File: config.mk
export PLATFORM = sky130hd
export DESIGN_NAME = demux_rr_sched
export DESIGN_NICKNAME = d
export VERILOG_FILES = /design/src/rtl/demux_rr_sched.sv
export SDC_FILE = /design/constraint.sdc
export NUM_CORES = 1
export LEC_CHECK = 0
export CORE_ASPECT_RATIO = 2
export CORE_MARGIN = 4
export CORE_UTILIZATION = 64
export DETAILED_ROUTE_END_ITERATION = 12
export DONT_BUFFER_PORTS = 1
export GPL_TIMING_DRIVEN = 0
export PLACE_DENSITY = 0.8
export REMOVE_ABC_BUFFERS = 1
export SLEW_MARGIN = 0
export SYNTH_ARGS = -nofsm -noshare
export SYNTH_HDL_FRONTEND = slang
export SYNTH_SLANG_ARGS = --single-unit
File: constraint.sdc
create_clock -name clk -period 4.25 [get_ports clk]
set_input_delay 0 -clock clk [delete_from_list [all_inputs] [get_ports clk]]
set_output_delay 0 -clock clk [all_outputs]
set_load 0.02 [all_outputs]
File: src/rtl/demux_rr_sched.sv
// Round-robin scheduler feeding a 1x8 demux: grants BURST items per
// enabled channel, holds one item, honours per-channel backpressure.
//
// Ports:
//   clk, rst        clock, synchronous active-high reset
//   en, chan_mask   global enable, channels taking part in rotation
//   in_data/valid/ready  input stream (in_ready is combinational)
//   out_ready[7:0]  per-consumer ready; only bit sel is used
//   sel, dmx_e, dmx_y  demux select / enable / data
//   out_valid[7:0]  one-hot of sel while an item is held
//   busy            scheduler not idle
//
// Optional feature: define DEMUX_RR_SCHED_TIMEOUT_EN to close a burst
// early after TIMEOUT consecutive cycles without an accept.

module demux_rr_sched #(
  parameter int WIDTH   = 1,
  parameter int BURST   = 4,
  parameter int TIMEOUT = 15
) (
  input  logic             clk,
  input  logic             rst,
  input  logic             en,
  input  logic [7:0]       chan_mask,
  input  logic [WIDTH-1:0] in_data,
  input  logic             in_valid,
  output logic             in_ready,
  input  logic [7:0]       out_ready,
  output logic [2:0]       sel,
  output logic             dmx_e,
  output logic [WIDTH-1:0] dmx_y,
  output logic [7:0]       out_valid,
  output logic             busy
);

  typedef enum logic [1:0] {
    IDLE  = 2'd0,
    SEEK  = 2'd1,
    XFER  = 2'd2,
    DRAIN = 2'd3
  } state_t;

  state_t           state_q, state_d;
  logic [2:0]       sel_q, sel_d;
  logic [2:0]       last_q, last_d;
  logic [3:0]       cnt_q, cnt_d;
  logic             hold_v_q, hold_v_d;
  logic [WIDTH-1:0] hold_q, hold_d;

  logic       any_en;
  logic       drain;
  logic       accept;
  logic       burst_end;
  logic       timeout;
  logic [2:0] win;
  logic [2:0] idx;
  logic       found;

  assign any_en = |chan_mask;
  assign drain  = hold_v_q && out_ready[sel_q];
  assign accept = in_valid && in_ready;

  // Last accept of the burst: count before this accept is BURST-1.
  assign burst_end = accept && (cnt_q + 4'd1 == 4'(BURST));

`ifdef DEMUX_RR_SCHED_TIMEOUT_EN
  logic [7:0] idle_q, idle_d;

  // Counts consecutive XFER cycles with no accept; zero outside XFER
  // so it is already clear on every entry to XFER.
  always_comb begin
    idle_d = 8'd0;
    if (state_q == XFER && !accept) begin
      idle_d = (idle_q == 8'hFF) ? idle_q : idle_q + 8'd1;
    end
  end

  assign timeout = (state_q == XFER) && !accept &&
                   (idle_d == 8'(TIMEOUT));

  always_ff @(posedge clk) begin
    if (rst) idle_q <= 8'd0;
    else     idle_q <= idle_d;
  end
`else
  assign timeout = 1'b0;
`endif

  // Scan from last+1 to last+8 (wrapping); last itself comes up last,
  // so a lone enabled channel is re-granted.
  always_comb begin
    win   = last_q;
    idx   = last_q;
    found = 1'b0;
    for (int i = 1; i <= 8; i++) begin
      idx = last_q + 3'(i);
      if (!found && chan_mask[idx]) begin
        win   = idx;
        found = 1'b1;
      end
    end
  end

  always_ff @(posedge clk) begin
    if (rst) state_q <= IDLE;
    else     state_q <= state_d;
  end

  always_comb begin
    state_d = state_q;
    unique case (state_q)
      IDLE: begin
        if (en && any_en) state_d = SEEK;
      end
      SEEK: begin
        state_d = (en && any_en) ? XFER : IDLE;
      end
      XFER: begin
        if (!en || !chan_mask[sel_q]) state_d = DRAIN;
        else if (burst_end)           state_d = DRAIN;
        else if (timeout)             state_d = DRAIN;
      end
      DRAIN: begin
        // Leaving on the draining cycle still guarantees an empty
        // hold by the time SEEK updates sel.
        if (!hold_v_q || drain) begin
          state_d = (en && any_en) ? SEEK : IDLE;
        end
      end
      default: state_d = IDLE;
    endcase
  end

  always_comb begin
    in_ready  = (state_q == XFER) && en && chan_mask[sel_q] &&
                (!hold_v_q || out_ready[sel_q]);
    busy      = (state_q != IDLE);
    sel       = sel_q;
    dmx_e     = hold_v_q;
    dmx_y     = hold_q;
    out_valid = hold_v_q ? (8'd1 << sel_q) : 8'd0;
  end

  always_comb begin
    sel_d    = sel_q;
    last_d   = last_q;
    cnt_d    = cnt_q;
    hold_v_d = hold_v_q;
    hold_d   = hold_q;
    if (drain) hold_v_d = 1'b0;
    if (accept) begin
      hold_v_d = 1'b1;
      hold_d   = in_data;
      cnt_d    = (cnt_q == 4'(BURST)) ? cnt_q : cnt_q + 4'd1;
    end
    if (state_q == SEEK && en && any_en) begin
      sel_d  = win;
      last_d = win;
      cnt_d  = 4'd0;
    end
  end

  always_ff @(posedge clk) begin
    if (rst) begin
      sel_q    <= 3'd0;
      last_q   <= 3'd7;
      cnt_q    <= 4'd0;
      hold_v_q <= 1'b0;
      hold_q   <= '0;
    end else begin
      sel_q    <= sel_d;
      last_q   <= last_d;
      cnt_q    <= cnt_d;
      hold_v_q <= hold_v_d;
      hold_q   <= hold_d;
    end
  end

endmodule

---- Yosys cells after proc, flatten, opt, wreduce, memory -nomap -nowiden ----
Cells that the tools add are included.
storage, ports and cells
  output and inout port bits .............. 15
  flip-flop bits (word level) ............. 14
operators by class
  shifts and indexed selects .............. 1
  equal/unequal tests ..................... 8
  reduce and logical (&&, ||, !) cells .... 36
  magnitude comparators ................... 9
  mux-type cells .......................... 45
  bitwise gates (word level) .............. 1
  $add $sub $neg .......................... 8
operator list
  operator             number
  $lt 3x4->1 const B   9
  $bmux 1 s3           10
  $mux 3               8
  $mux 1               20
  $logic_and 1x1->1    16
  $add 3x3->3 const B  4
  $logic_not 1->1      10
  $mux 2               5
  $eq 4x3->1 const B   2
  $mux 8               1
  $pmux 2 s4           1
  $reduce_or 8->1      1
  $shl 1x3->8 const A  1
  $add 3x2->3 const B  2
  $add 4x1->4 const B  1
  $eq 2x2->1 const B   2
  $ne 2x2->1 const B   2
  $reduce_bool 2->1    2
  $add 3x1->3 const B  1
  $logic_or 1x1->1     3
  $ne 3x3->1 const B   1
  $reduce_and 3->1     1
  $eq 2x1->1 const B   1
  $logic_not 2->1      1
  other kinds (3)      3

---- Depth between registers and ports, before layout ----
  depth in word-level cells ............... 25
  mapped depth ............................ 13

---- Least setup slack after synthesis ----
No wires, ideal clock.
  path kind ............................... flip-flop to flip-flop
  start point ............................. register last_q[1]
  end point ............................... register sel_q[1], in the netlist sel[1]
  cell stages (with the launch flop) ...... 12
  period minus slack after synthesis ...... 3215 ps
  data required time ...................... 4120 ps
  slack ................................... 1035 ps
  arrival ................................. 3084 ps
  setup time .............................. 130 ps
  cells stage by stage .................... dfxtp_1 -> clkbuf_1 -> inv_1 -> ha_1 -> buf_6 -> mux4_2 -> mux2_4 -> a41oi_4 -> o22ai_1 -> o311a_1 -> o41ai_2 -> a21oi_1
between the ends
  longest elaborated chain between the ends .. 25
  elaborated cells between the ends (all ways) .. 52
RTL lines
  item                          line  text
  from (decl)                   45    logic [2:0] last_q, last_d;
  from (signal assigned)        172   last_q <= last_d;
  $add 3x1->3                   96    idx = last_q + 3'(i);
  $bmux 1 s3                    97    if (!found && chan_mask[idx]) begin
  $mux 1 (implied by the code)  97
  $mux 1                        97
  $logic_not 1->1               97
  $logic_and 1x1->1             97
  $mux 1                        97
  $logic_not 1->1               97
  [9 not listed]                n/a
  $logic_and 1x1->1             97
  $mux 1                        97
  $logic_not 1->1               97
  $logic_and 1x1->1             97
  $mux 1                        97
  $logic_not 1->1               97
  $logic_and 1x1->1             97
  $mux 3 (*)                    97
  to (signal assigned)          171   sel_q <= sel_d;
  to (decl)                     44    logic [2:0] sel_q, sel_d;
Mark *: on every way between the ends. The rest lies on a longest branch, timed or not. The select of a mux whose other input is x is not followed.
A chain may end at the register's enable or synchronous reset.

---- Worst setup path after layout ----
Same ends and word-level chain as after synthesis.

==> impl_metrics.ini <==
[placed_design]
io_buffers = 0
dp_hpwl_um = 3880
gp_congestion = 0.966

[hold_path]
min_path_cells = 2
min_path_type = in2reg

[cts]
cts_buffers = 3
cts_resized = 0
clock_latency_ns = 0.24
cts_tree = built
cts_setup_buffers = 0
cts-root-buf = clkbuf_8
clk_pin_slew_ns = 0.06
cts_buffer_depth = 2
cts_sinks = 14
cts_hold_buf = 2
h-tree-depth = 1

[timing]
finalSetupViolations = 0
finalClockSkew_ns = 0.00311
maxSlewHeadroom = 0.442
tightest_slew_ns = 0.836
grt_setup_unrepaired = no
hold_viol_final = 0
fin_crit_sh = 0.874
tns_ns = 0
fin_crit_ns = 3.72
max_freq_ghz = 0.269
slew_viol_final = 0

[die]
initial_core_util = 0.680
die_area_sq_um = 3760
coreArea_sq_um = 2640
ioPinCount = 36
chipWidth_um = 45.4
rows = 26
die_y_um = 82.8

[power]
p_leak_nw = 0.632
p_comb_frac = 0.402
p_seq_frac = 0.329
swShare = 0.369
p_per_area_nw_per_um2 = 262
peakVddDrop_mv = 0.247
p_int_uw = 303
clockPowerShare = 0.269
switching_power_uw = 177

[logic_synthesis]
yosysWarningCount = 0
ys_types = 50
synthCells = 219
avgSynthCellArea_sq_um = 8.18
yosys.area.top_type = dfxtp_1
synth.top_cell.area_share = 0.156
synth_flop_cell = dfxtp_1
yosys-top-cells-area = dfxtp_1 16%, mux4_2 14%, mux2i_1 7.3%
ys_ff_latch = 14
synth-seq-area-share = 0.156
synth_edf_count = 0
netlist_area_sq_um = 1790
synth-async-reset-ratio = 0

[drt]
routed_via_density = 7.42
drt_iter0_drc = 68
num_vias = 1789
totalWireLength_um = 4920
drc_errors = 0
postRouteAntennaNets = 0
routedWlPerCell_um = 20.4
drt_first_pass_iters = 4

[global_routing]
grt_pass1_wl_um = 8500
grt_use_total = 0.284
grt_max_degree = 23
antenna_found_initial = 0
grt_pass1_vias = 1873
grt_remaining_overflow = 0

[critical_path]
slowest_stage = dfxtp_1
rr_worst_depth = 9
arrival_ns = 3.83
slowest_delay_ns = 0.68
crit_path_end_kind = flip-flop
cp_max_fo = 15
worstPathRequired_ns = 4.37
critical_path.cell_chain = inv_1, ha_1, mux4_2, mux2_4, a41oi_4, o22ai_1, o311a_1, o41ai_2, a21oi_1
critical_path_class = reg2reg
crit_path_start_kind = flip-flop

[layout]
layout-drive-gt1-share = 0.122
syn_to_final_growth_pct = 2.37
utilization = 0.696
nFillCells = 226
final_nets = 240
diodes = 0

[flow_run]
drv_cap = 0

[outcome]
status = completed
==> routing by layer <==
layer,vias to the layer above,wire length [um],global-route usage
li1,830,-,-
met2,71,2730,0.498
met5,-,0,0
met4,0,241,0.136
met3,26,199,0.0346
met1,862,1750,0.311
==> cells in the mapped netlist, types with 5 or more instances <==
cell      count
clkbuf_1      6
mux2i_1      13
ha_1          5
nor2b_1       5
nand3_1      12
a31oi_1       6
nand2b_1      6
mux4_2       11
dfxtp_1      14
nor2_1       21
mux2_2        6
a21oi_1      12
nand2_1      16
o21ai_0       9
nor3_1        5
inv_1         9
==> registers in the layout (all words and copies together) (netlist names), named ones only <==
register	count
dmx_y	1
dmx_e	1
state_q	1
cnt_q	4
last_q	3
sel	3
==> stage by stage <==
| stage | cells | area [sq um] | hold slack, ns | total power, mW | worst slack (ns) |
|---|---|---|---|---|---|
| 3_5_place_dp | 235 | 1760 | 0.0733 | 0.346 | 0.555 |
| 5_1_grt | 241 | 1830 | 0.0412 | 0.507 | 0.210 |
| 2_1_floorplan | 207 | 1720 | 0.0691 | 0.307 | 0.963 |
| 6_report | 241 | 1830 | 0.0280 | 0.481 | 0.535 |
| 3_3_place_gp | 235 | 1760 | 0.0715 | 0.337 | 0.611 |
| 4_1_cts | 241 | 1830 | 0.0318 | 0.476 | 0.538 |
==> power by group through the flow <==
stage          combinational (mW)  clock [mW]  sequential [mW]
2_1_floorplan               0.152           0            0.155
5_1_grt                     0.211       0.137            0.160
3_5_place_dp                0.186           0            0.160
4_1_cts                     0.190       0.129            0.157
3_3_place_gp                0.178           0            0.159
6_report                    0.193       0.129            0.158
==> cells in the final DEF, fill, tap and decap left out, types with 5 or more instances in the layout <==
master,netlist,final
nor2_1,21,21
nand2_1,16,16
dfxtp_1,14,14
mux2i_1,13,13
a21oi_1,12,12
nand3_1,12,12
mux4_2,11,11
inv_1,9,9
o21ai_0,9,9
nand2b_1,6,6
mux2_2,6,6
a31oi_1,6,6
nor3_1,5,5
nor2b_1,5,5
ha_1,5,5
==> area by class of cell <==
class / instances / area [sq um] / area share
clock buffer: 4 / 55.1 / 0.0300
inverter: 9 / 33.8 / 0.0184
multi-input combinational: 184 / 1410 / 0.769
sequential: 14 / 280 / 0.153
tap: 28 / 35.0 / 0.0191
timing repair buffer: 2 / 20.0 / 0.0109
==> cells by family after synthesis <==
kind of cell,share of synthesized area
mux,0.257
xor+xnor,0.0196
fa+ha+maj,0.0349
simple gates,0.253
flops,0.156
buf+inv,0.0566
compound gates,0.223
==> path summary, 6_finish.rpt <==
kind	from	endpoint	slack, ns
setup / recovery	last_q[1]	sel[1]	0.53
hold / removal	in_valid	state_q[0]	0.03
setup reg to reg	last_q[1]	sel[1]	0.53
hold reg to reg	state_q[0]	state_q[0]	0.51
==> critical path: cells and delay by family (launching register included) <==
family / cells / cell delay (ns)
AO/OA/AOI/OAI: 5 / 1.13
flip-flops: 1 / 0.68
multiplexers: 2 / 0.96
adder cells (fa/ha/maj): 1 / 0.53
buffers and inverters: 1 / 0.29
No activity file was read; power rests on OpenSTA's default activity.
